File: config.mk
export PLATFORM = sky130hd
export DESIGN_NAME = nrisc_multiciclo_flat
export DESIGN_NICKNAME = d
export VERILOG_FILES = /design/src/rtl/nrisc_multiciclo_if.sv /design/src/rtl/nrisc_multiciclo.sv /design/src/flat_wrapper.sv
export SDC_FILE = /design/constraint.sdc
export NUM_CORES = 1
export LEC_CHECK = 0
export ABC_AREA = 1
export CAP_MARGIN = 15
export CORE_MARGIN = 4
export CORE_UTILIZATION = 56
export DETAILED_ROUTE_END_ITERATION = 6
export PLACE_DENSITY = 0.83
export SYNTH_ARGS = -nofsm -noshare
export SYNTH_HDL_FRONTEND = slang
export SYNTH_SLANG_ARGS = --single-unit
export TNS_END_PERCENT = 50
File: constraint.sdc
create_clock -name Clock -period 6.5 [get_ports Clock]
set_clock_uncertainty 0.1 [all_clocks]
set_input_delay 1.625 -clock Clock [delete_from_list [all_inputs] [get_ports Clock]]
set_output_delay 1.625 -clock Clock [all_outputs]
set_load 0.1 [all_outputs]
File: src/rtl/nrisc_multiciclo_if.sv
// Instruction/data bus bundle of the multi-cycle nRisc core.
// The core takes the master side; memories take the slave side.
interface nrisc_multiciclo_if #(
    parameter int DATA_WIDTH = 8,
    parameter int PC_WIDTH   = 8
);
    logic [PC_WIDTH-1:0]   SaidaPC;
    logic                  InstrReq;
    logic                  InstrValid;
    logic [7:0]            Instrucao;
    logic                  DataReq;
    logic                  DataWe;
    logic [DATA_WIDTH-1:0] EndMemDados;
    logic [DATA_WIDTH-1:0] DadoEscritoMem;
    logic                  DataAck;
    logic [DATA_WIDTH-1:0] DadoLidoMem;
    logic                  Halted;

    modport master (
        output SaidaPC, InstrReq, DataReq, DataWe,
        output EndMemDados, DadoEscritoMem, Halted,
        input  InstrValid, Instrucao, DataAck, DadoLidoMem
    );

    modport slave (
        input  SaidaPC, InstrReq, DataReq, DataWe,
        input  EndMemDados, DadoEscritoMem, Halted,
        output InstrValid, Instrucao, DataAck, DadoLidoMem
    );
endinterface

File: src/rtl/nrisc_multiciclo.sv
// Multi-cycle nRisc core: FETCH/DECODE/EXEC/MEM/WB/HALT FSM with
// request/acknowledge instruction and data buses.
module nrisc_multiciclo #(
    parameter int                  DATA_WIDTH = 8,
    parameter int                  PC_WIDTH   = 8,
    parameter logic [PC_WIDTH-1:0] RESET_PC   = '0
) (
    input  logic               Clock,
    input  logic               ResetN,
    nrisc_multiciclo_if.master bus
);

    localparam logic [2:0] OP_ADD   = 3'd0;
    localparam logic [2:0] OP_SUB   = 3'd1;
    localparam logic [2:0] OP_ADDI  = 3'd2;
    localparam logic [2:0] OP_LOAD  = 3'd3;
    localparam logic [2:0] OP_STORE = 3'd4;
    localparam logic [2:0] OP_BEQZ  = 3'd5;
    localparam logic [2:0] OP_JUMP  = 3'd6;
    localparam logic [2:0] OP_HALT  = 3'd7;

    typedef enum logic [2:0] {
        S_FETCH, S_DECODE, S_EXEC, S_MEM, S_WB, S_HALT
    } state_t;

    state_t                r_state;
    logic [PC_WIDTH-1:0]   r_pc;
    logic [7:0]            r_ir;
    logic [DATA_WIDTH-1:0] r_a;
    logic [DATA_WIDTH-1:0] r_b;
    logic [DATA_WIDTH-1:0] r_res;
    logic [DATA_WIDTH-1:0] r_rf [8];
    logic                  r_instr_req;
    logic                  r_data_req;
    logic                  r_data_we;
    logic                  r_halted;
    logic [DATA_WIDTH-1:0] r_end_mem;
    logic [DATA_WIDTH-1:0] r_dado_esc;

    logic [2:0]            w_op;
    logic [2:0]            w_ra;
    logic [2:0]            w_rb;
    logic [DATA_WIDTH-1:0] w_imm;
    logic [PC_WIDTH-1:0]   w_tgt;
    logic [PC_WIDTH-1:0]   w_pc_inc;

    assign w_op     = r_ir[7:5];
    assign w_ra     = {1'b0, r_ir[4:3]};
    assign w_rb     = r_ir[2:0];
    assign w_imm    = {{(DATA_WIDTH-3){r_ir[2]}}, r_ir[2:0]};
    // Branch targets are truncated or zero-extended to the PC width
    assign w_tgt    = PC_WIDTH'(r_b);
    assign w_pc_inc = r_pc + {{(PC_WIDTH-1){1'b0}}, 1'b1};

    always_ff @(posedge Clock) begin
        if (!ResetN) begin
            r_state     <= S_FETCH;
            r_pc        <= RESET_PC;
            r_ir        <= '0;
            r_a         <= '0;
            r_b         <= '0;
            r_res       <= '0;
            for (int i = 0; i < 8; i++) r_rf[i] <= '0;
            r_instr_req <= 1'b0;
            r_data_req  <= 1'b0;
            r_data_we   <= 1'b0;
            r_halted    <= 1'b0;
            r_end_mem   <= '0;
            r_dado_esc  <= '0;
        end else begin
            unique case (r_state)
                S_FETCH: begin
                    // The first cycle out of reset only raises the request
                    if (r_instr_req && bus.InstrValid) begin
                        r_ir        <= bus.Instrucao;
                        r_instr_req <= 1'b0;
                        r_state     <= S_DECODE;
                    end else begin
                        r_instr_req <= 1'b1;
                    end
                end
                S_DECODE: begin
                    r_a     <= r_rf[w_ra];
                    r_b     <= r_rf[w_rb];
                    r_state <= S_EXEC;
                end
                S_EXEC: begin
                    unique case (w_op)
                        OP_ADD: begin
                            r_res   <= r_a + r_b;
                            r_state <= S_WB;
                        end
                        OP_SUB: begin
                            r_res   <= r_a - r_b;
                            r_state <= S_WB;
                        end
                        OP_ADDI: begin
                            r_res   <= r_a + w_imm;
                            r_state <= S_WB;
                        end
                        OP_LOAD, OP_STORE: begin
                            r_data_req <= 1'b1;
                            r_data_we  <= (w_op == OP_STORE);
                            r_end_mem  <= r_b;
                            r_dado_esc <= r_a;
                            r_state    <= S_MEM;
                        end
                        OP_BEQZ: begin
                            r_pc        <= (r_a == '0) ? w_tgt : w_pc_inc;
                            r_instr_req <= 1'b1;
                            r_state     <= S_FETCH;
                        end
                        OP_JUMP: begin
                            r_pc        <= w_tgt;
                            r_instr_req <= 1'b1;
                            r_state     <= S_FETCH;
                        end
                        OP_HALT: begin
                            r_halted <= 1'b1;
                            r_state  <= S_HALT;
                        end
                    endcase
                end
                S_MEM: begin
                    if (bus.DataAck) begin
                        r_data_req <= 1'b0;
                        r_data_we  <= 1'b0;
                        if (w_op == OP_STORE) begin
                            r_pc        <= w_pc_inc;
                            r_instr_req <= 1'b1;
                            r_state     <= S_FETCH;
                        end else begin
                            r_res   <= bus.DadoLidoMem;
                            r_state <= S_WB;
                        end
                    end
                end
                S_WB: begin
                    r_rf[w_ra]  <= r_res;
                    r_pc        <= w_pc_inc;
                    r_instr_req <= 1'b1;
                    r_state     <= S_FETCH;
                end
                S_HALT: begin
                    r_halted <= 1'b1;
                end
                default: r_state <= S_FETCH;
            endcase
        end
    end

    assign bus.SaidaPC        = r_pc;
    assign bus.InstrReq       = r_instr_req;
    assign bus.DataReq        = r_data_req;
    assign bus.DataWe         = r_data_we;
    assign bus.EndMemDados    = r_end_mem;
    assign bus.DadoEscritoMem = r_dado_esc;
    assign bus.Halted         = r_halted;

endmodule

File: src/flat_wrapper.sv
// flat-port wrapper written by rule: the top's interface ports become plain ports
module nrisc_multiciclo_flat 
#(
    parameter int                  DATA_WIDTH = 8,
    parameter int                  PC_WIDTH   = 8,
    parameter logic [PC_WIDTH-1:0] RESET_PC   = '0
)
  (Clock, ResetN, bus_SaidaPC, bus_InstrReq, bus_DataReq, bus_DataWe, bus_EndMemDados, bus_DadoEscritoMem, bus_Halted, bus_InstrValid, bus_Instrucao, bus_DataAck, bus_DadoLidoMem);
  nrisc_multiciclo_if #(.DATA_WIDTH(DATA_WIDTH), .PC_WIDTH(PC_WIDTH)) bus_i ();
  input  logic Clock;
  input  logic ResetN;
  output wire logic [$bits(bus_i.SaidaPC)-1:0] bus_SaidaPC;
  output wire logic [$bits(bus_i.InstrReq)-1:0] bus_InstrReq;
  output wire logic [$bits(bus_i.DataReq)-1:0] bus_DataReq;
  output wire logic [$bits(bus_i.DataWe)-1:0] bus_DataWe;
  output wire logic [$bits(bus_i.EndMemDados)-1:0] bus_EndMemDados;
  output wire logic [$bits(bus_i.DadoEscritoMem)-1:0] bus_DadoEscritoMem;
  output wire logic [$bits(bus_i.Halted)-1:0] bus_Halted;
  input wire logic [$bits(bus_i.InstrValid)-1:0] bus_InstrValid;
  input wire logic [$bits(bus_i.Instrucao)-1:0] bus_Instrucao;
  input wire logic [$bits(bus_i.DataAck)-1:0] bus_DataAck;
  input wire logic [$bits(bus_i.DadoLidoMem)-1:0] bus_DadoLidoMem;
  assign bus_SaidaPC = bus_i.SaidaPC;
  assign bus_InstrReq = bus_i.InstrReq;
  assign bus_DataReq = bus_i.DataReq;
  assign bus_DataWe = bus_i.DataWe;
  assign bus_EndMemDados = bus_i.EndMemDados;
  assign bus_DadoEscritoMem = bus_i.DadoEscritoMem;
  assign bus_Halted = bus_i.Halted;
  assign bus_i.InstrValid = bus_InstrValid;
  assign bus_i.Instrucao = bus_Instrucao;
  assign bus_i.DataAck = bus_DataAck;
  assign bus_i.DadoLidoMem = bus_DadoLidoMem;
  nrisc_multiciclo #(.DATA_WIDTH(DATA_WIDTH), .PC_WIDTH(PC_WIDTH), .RESET_PC(RESET_PC)) u_core (.Clock(Clock), .ResetN(ResetN), .bus(bus_i));
endmodule
Word-level counts from Yosys, hierarchy flattened
Memory sizes are Yosys's and may differ from the RTL's. A register that Yosys moved wholly into a read port is not among the register bits.
Index checks and enable logic that the tools add are counted.

cells by class
  shift-type cells = 0
  magnitude comparators = 0
  muxes and demuxes = 33
  add/sub/neg operators = 4
  bitwise operators = 1
  reductions and logical operators = 22
  multipliers = 0
  eq/ne operators = 21
  div/mod/pow operators = 0

operators with widths
  cell                   number
  $mux W8                6
  $pmux W8 S3            2
  $pmux W8 S2            2
  $eq A3 B3 Y1 const B   6
  $add A8 B8 Y8          2
  $pmux W3 S5            1
  $mux W1                13
  $eq A3 B2 Y1 const B   4
  $mux W3                4
  $pmux W3 S4            1
  $reduce_and A4 Y1      3
  $add A8 B1 Y8 const B  1
  $logic_not A8 Y1       1
  $ne A2 B1 Y1 const B   4
  $reduce_or A8 Y1       1
  $sub A8 B8 Y8          1
  $eq A3 B1 Y1 const B   2
  $logic_not A3 Y1       2
  $ne A2 B2 Y1 const B   3
  $pmux W1 S2            3
  $reduce_and A2 Y1      3
  $reduce_and A3 Y1      2
  $ne A4 B1 Y1 const B   1
  $pmux W1 S4            1
  other kinds (9)        12

word-level totals
  flip-flop bits (word level) = 47
  memory bits (read-only) = 0
  memories kept = 1
  bits in latches = 0
  input port bits = 20
  output and inout port bits = 28
  RAM bits = 64

memory list
  memory       depth  width  rd ports  clocked after memory_dff  wr ports  line                    source
  u_core.r_rf  8      8      2         2                         8         nrisc_multiciclo.sv:32  logic [DATA_WIDTH-1:0] r_rf [8];

Logic depth before layout (Yosys ltp)
Gate-level depths: netlist of run 1.

  depth after elaboration = 6
  mapped depth = 17
  gate-level depth less buffers = 17

Worst setup path before layout of run 1
No wires, ideal clock.

  path type = in2reg
  start = in ResetN
  end = mem u_core.r_rf[3][0] (enable)
  required time = 6071 ps
  library setup time = 329 ps
  stages = 5
  setup slack = 3431 ps
  arrival = 2640 ps
  cell sequence = clkbuf_1 -> inv_1 -> nor2_1 -> nand3_1 -> nand2_1

RTL lines
  element          line                    source
  start, declared  flat_wrapper.sv:11      input logic ResetN;
  end, declared    nrisc_multiciclo.sv:32

Worst setup path after layout of run 1
  start = reg u_core.r_pc[2], in the netlist u_core.bus.SaidaPC[2]
  end = out bus_SaidaPC[2]

RTL lines
  element                 line                     source
  start, declared         nrisc_multiciclo.sv:27   logic [PC_WIDTH-1:0] r_pc;
  start signal, assigned  nrisc_multiciclo.sv:109  r_pc <= (r_a == '0) ? w_tgt : w_pc_inc;
  start signal, assigned  nrisc_multiciclo.sv:114  r_pc <= w_tgt;
  start signal, assigned  nrisc_multiciclo.sv:129  r_pc <= w_pc_inc;
  end, declared           flat_wrapper.sv:12       output wire logic [$bits(bus_i.SaidaPC)-1:0] bus_SaidaPC;

No word-level cell between the ends.

==> results_dict.tcl, run 1 <==
set metrics [dict create \
    holdBufCountCts 0 \
    setup-violations-final 0 \
    via_per_inst 5.85 \
    final_common_cell "nor2_1" \
    die_w_um 99.8 \
    worstPathArrival_ns 1.98 \
    cp_slowest_cell "clkdlybuf4s50_1" \
    total_power_w 0.00207 \
    p_sw_w 0.000922 \
    grt_pass1_vias 4107 \
    antenna_found_initial 0 \
    min_period_ns 3.71 \
    synth_cell_type_count 34 \
    p_comb_frac 0.418 \
    cts_sinks 95 \
    start_util 0.575 \
    die_area_um2 9970 \
    grtUsageTotal 0.255 \
    firstDrtPassIters 6 \
    power.internal_w 0.00114 \
    drive_gt1_frac 0.0521 \
    reg2regPathDepth 13 \
    drtIter0Drc 325 \
    crit_type "reg2out" \
    ys_seq_area_frac 0.471 \
    r2r-end "u_core.r_res[6]" \
    swShare 0.446 \
    crit_end "bus_SaidaPC[2]" \
    crit_start "u_core.bus.SaidaPC[2]" \
    wl_mm 12.5 \
    htree_levels 3 \
    pwr-share-seq 0.389 \
    r2r_start "u_core.r_ir[0]" \
    grt_max_degree 38 \
    vias 4432 \
    clockBufferDepth 2 \
    insertion_delay_ns 0.35 \
    postCtsSetupRepairBufs 0 \
    relSlewSlack 0.352 \
    cts_tree "yes" \
    clk_root_buffer_cell "clkbuf_8" \
    rows 33 \
    finalHoldViolCount 0 \
    path_cells "clkdlybuf4s50_1" \
    crit_required_ns 4.78 \
    p_per_area_nw_per_um2 379 \
    syn_to_final_growth_pct 15.3 \
    place_congestion 0.975 \
    yosys_warnings 0 \
    io_pins 48 \
    final_nets 680 \
    synth_ff_type "dfxtp_1" \
    ir_drop_uv 188 \
    cts-resized-gates 0 \
    antenna_cells 0 \
    synth.net_count 641 \
    clk_transition_reported_paths_ns 0.09 \
    rsz0062_at_grt "no" \
    crit_buf_inv 1 \
    synth-seq-cells 95 \
    cpPeakStageDelay_ns 1.18 \
    syn_area_um2 4720 \
    cts_buffers 9 \
    die_h_um 99.8 \
    endpoint_kind "output port" \
    async_reset_ff_frac 0 \
    path_delay_family "buffers and inverters" \
    maxCapViolCount 0 \
    hpwl_mm 9.18 \
    cp-start-kind "register" \
    core_um2 8220 \
    place.port_buffers 47 \
    clkPwrFrac 0.193 \
    cp_max_fo 6 \
    r2r_slack_ns 3.49 \
    maxSlewViolCount 0 \
    status "finished, final reports clean" \
    synth_edf_count 32 \
    wl_per_cell_um 16.4 \
    p_leak_nw 2.09 \
    tightest_slew_ns 0.970 \
    finalCritPeriodShare 0.570 \
    syn_inst 609 \
    min_path_type "reg2reg" \
    fin_setup_tns_ns 0 \
    syn_avg_cell_area_um2 7.75 \
    drcViolationCount 0 \
    grt_overflow 0 \
    drtAntennaViolNets 0 \
    final_cell_mix "106 x nor2_1, 98 x nand2_1, 63 x dfxtp_1" \
    grt_pass1_wl_mm 20.1 \
    max_freq_ghz 0.270 \
    fin_hold_ws_ns 0.368 \
    path_depth 1 \
]
area by class of cell:
type                    instances  area (um2)
inverters                      66         248
flip-flops and latches         95        2220
repair buffers                 49         485
fillers                       699        2770
multi-input cells             427        2160
clock buffers                  12         145
clock inverters                 4        53.8
well taps                     105         131
stage by stage:
stage,area (um2),util,cells,setup WS (ns)
2_1_floorplan,4720,-,609,3.43
3_3_place_gp,5250,0.639,742,2.64
3_5_place_dp,5250,0.639,742,2.51
4_1_cts,5450,0.663,758,2.80
5_1_grt,5450,0.663,758,2.72
6_report,5450,0.663,758,2.79
worst min path at each step:
stage	from	endpoint	slack, ns	cells after the start
CTS	u_core.bus.DataReq	u_core.bus.DataReq	0.37	2
global placement	u_core.bus.DataReq	u_core.bus.DataReq	0.35	2
finish	u_core.bus.DataReq	u_core.bus.DataReq	0.37	2
floorplan	u_core.r_res[3]	u_core.r_res[3]	0.35	2
detailed placement	u_core.bus.DataReq	u_core.bus.DataReq	0.36	2
global route	u_core.bus.DataReq	u_core.bus.DataReq	0.40	2
power by group through the flow:
stage | clock network, W | registers (W) | logic [W]
3_3_place_gp | 0 | 0.000807 | 0.000828
6_report | 0.000399 | 0.000804 | 0.000863
5_1_grt | 0.000423 | 0.000814 | 0.000954
2_1_floorplan | 0 | 0.000902 | 0.000537
3_5_place_dp | 0 | 0.000812 | 0.000846
4_1_cts | 0.000401 | 0.000799 | 0.000852
cells in the mapped netlist (9+ instances only):
master | number | area share
a21oi_1 | 48 | 0.051
inv_2 | 9 | 0.0072
dfxtp_1 | 63 | 0.27
edfxtp_1 | 32 | 0.20
nand2_1 | 98 | 0.078
inv_1 | 56 | 0.045
nand3_1 | 31 | 0.033
nor2_1 | 106 | 0.084
ha_1 | 11 | 0.029
a211oi_1 | 11 | 0.017
o21ai_0 | 58 | 0.061
clkbuf_1 | 16 | 0.013
flip-flops by register name, indices dropped and copies added, names as in the netlist:
| name | cells |
|---|---|
| u_core.bus.DadoEscritoMem | 8 |
| u_core.bus.DataReq | 1 |
| u_core.bus.DataWe | 1 |
| u_core.bus.EndMemDados | 8 |
| u_core.bus.Halted | 1 |
| u_core.bus.InstrReq | 1 |
| u_core.bus.SaidaPC | 8 |
| u_core.r_a | 8 |
| u_core.r_b | 8 |
| u_core.r_ir | 8 |
| u_core.r_res | 8 |
| u_core.r_rf | 32 |
| u_core.r_state | 3 |
routing by layer:
metal  wire length, um  vias up  global-route usage
met5                 0        -                   0
met2              5880      223               0.425
met1              5190     2015               0.330
met3               955       40              0.0424
met4               435        0               0.107
li1                  -     2154                   -
cell families (layout without fill, tap and decap cells):
| logic type | Yosys count | in the layout | share of synthesized area |
|---|---|---|---|
| AND/OR/NAND/NOR | 245 | 245 | 0.213 |
| AO/OA/AOI/OAI | 163 | 163 | 0.199 |
| flip-flops | 95 | 95 | 0.471 |
| buffers and inverters | 87 | 131 | 0.0718 |
| adder cells (fa/ha/maj) | 12 | 12 | 0.0334 |
| XOR/XNOR | 7 | 7 | 0.0130 |
No activity file was read; power rests on OpenSTA's default activity.
==> inputs of run 2 (changes only) <==
CORE_UTILIZATION = 51   (was 56)
PLACE_DENSITY = 0.8   (was 0.83)
clock period = 3.33 ns   (was 6.5 ns; I/O delays follow)
==> results_dict.tcl, run 2 (same netlist as run 1, synthesis figures left out) <==
set metrics [dict create \
    clk_transition_reported_paths_ns 0.10 \
    reg2regPathDepth 16 \
    largest_reg_flops 32 \
    status "finished, final reports clean" \
    wl_per_cell_um 16.3 \
    cpPeakStageDelay_ns 0.45 \
    holdBufCountCts 0 \
    r2r_slack_ns 0.56 \
    postCtsSetupRepairBufs 0 \
    syn_to_final_growth_pct 13.7 \
    io_pins 48 \
    p_leak_nw 2.14 \
    max_freq_ghz 0.361 \
    timing.final.ws_setup_ns 0.559 \
    maxCapViolCount 0 \
    largest-register "u_core.r_rf" \
    crit_top_cell "nand2_1" \
    crit_required_ns 3.48 \
    crit_start "u_core.r_ir[5]" \
    cp_max_fo 5 \
    r2r-end "u_core.r_res[6]" \
    htree_levels 3 \
    cts_sinks 95 \
    p_comb_frac 0.426 \
    finalCritPeriodShare 0.832 \
    clk_root_buffer_cell "clkbuf_8" \
    cts_buffers 9 \
    drive_gt1_frac 0.0977 \
    cts_tree "yes" \
    drtAntennaViolNets 0 \
    die_area_um2 10900 \
    via_per_inst 5.70 \
    place_congestion 0.918 \
    fin_setup_tns_ns 0 \
    die_w_um 104 \
    rows 34 \
    wl_mm 12.4 \
    tightest_slew_ns 0.735 \
    maxSlewViolCount 0 \
    grt_overflow 0 \
    antenna_cells 0 \
    drcViolationCount 0 \
    p_sw_w 0.00181 \
    place.port_buffers 47 \
    insertion_delay_ns 0.37 \
    vias 4349 \
    min_period_ns 2.77 \
    setup-violations-final 0 \
    core_um2 8850 \
    antenna_found_initial 0 \
    power.internal_w 0.00213 \
    grt_pass1_wl_mm 20.3 \
    place_ws_ns 0.515 \
    start_util 0.534 \
    final_nets 682 \
    seqCellArea_um2 2220 \
    relSlewSlack 0.508 \
    ir_drop_uv 331 \
    cp_slowest_cell "dfxtp_1" \
    final_common_cell "nor2_1" \
    firstDrtPassIters 5 \
    p_per_area_nw_per_um2 734 \
    path_cells "inv_1 > nand3_1 > nand2_1 > nand2_1 > inv_1 > a22oi_1 > ha_1 > nand3_1 > nand3_1 > nand2_1 > nand2_1 > a21oi_1 > xor2_1 > nand2_1 > nand2_1 > a21oi_1" \
    endpoint_kind "register" \
    grt_pass1_vias 4109 \
    drtIter0Drc 278 \
    multi_input_area_um2 2160 \
    final_cell_mix "106 x nor2_1, 98 x nand2_1, 63 x dfxtp_1" \
    cp-start-kind "register" \
    rsz0062_at_grt "no" \
    die_h_um 104 \
    r2r_start "u_core.r_ir[5]" \
    swShare 0.461 \
    clockBufferDepth 2 \
    clkPwrFrac 0.176 \
    fill_cells 795 \
    hpwl_mm 9.34 \
    grt_max_degree 37 \
    crit_end "u_core.r_res[6]" \
    finalHoldViolCount 0 \
    grtUsageTotal 0.232 \
    pwr-share-seq 0.398 \
    worstPathArrival_ns 2.92 \
    cts-resized-gates 0 \
    min_path_type "reg2reg" \
    crit_type "reg2reg" \
]
==> run 2: stage by stage <==
stage	hold WS, ns	utilization	instance area (um2)	std cells	power [W]
2_1_floorplan	0.345	-	4720	609	0.00281
3_3_place_gp	0.353	0.587	5200	747	0.00321
3_5_place_dp	0.359	0.587	5200	747	0.00324
4_1_cts	0.374	0.607	5370	763	0.00392
5_1_grt	0.398	0.607	5370	763	0.00421
6_report	0.372	0.607	5370	763	0.00394
==> run 2: per-layer routing <==
| metal | GRT usage | part of all wire |
|---|---|---|
| met2 | 0.386 | 0.48 |
| met5 | 0 | 0 |
| met1 | 0.294 | 0.43 |
| met4 | 0.0902 | 0.028 |
| met3 | 0.0509 | 0.070 |
==> run 2: final cells by class <==
type | instances | area share
timing repair buffer | 51 | 0.0802
tap | 108 | 0.0252
clock inverter | 6 | 0.00839
inverter | 66 | 0.0461
clock buffer | 10 | 0.0238
multi-input combinational | 427 | 0.402
sequential | 95 | 0.414
==> run 2: how the worst min path moves through the flow <==
stage                             from                  to  slack (ns)  depth (start not counted)
floorplan              u_core.r_res[3]     u_core.r_res[3]        0.35                          2
global placement    u_core.bus.DataReq  u_core.bus.DataReq        0.35                          2
detailed placement     u_core.r_res[6]     u_core.r_res[6]        0.36                          2
CTS                    u_core.r_res[6]     u_core.r_res[6]        0.37                          2
global route           u_core.r_res[6]     u_core.r_res[6]        0.40                          2
finish                 u_core.r_res[6]     u_core.r_res[6]        0.37                          2
==> run 2: power by group through the flow <==
stage / Combinational [W] / Clock (W) / Sequential, W
after global routing: 0.00187 / 0.000753 / 0.00159
after global placement: 0.00163 / 0 / 0.00158
after floorplan: 0.00105 / 0 / 0.00176
after CTS: 0.00166 / 0.000702 / 0.00156
after detailed placement: 0.00165 / 0 / 0.00159
final: 0.00168 / 0.000694 / 0.00157
==> run 2: worst max-delay path: cells and delay by family (launching register included) <==
family | cells | cell delay [ns]
DFF | 1 | 0.45
xor gates and xnor gates | 1 | 0.21
and+or+nand+nor | 9 | 0.93
AOI/OAI and AO/OA | 3 | 0.46
buffers and inverters | 2 | 0.21
adders and majority gates | 1 | 0.31
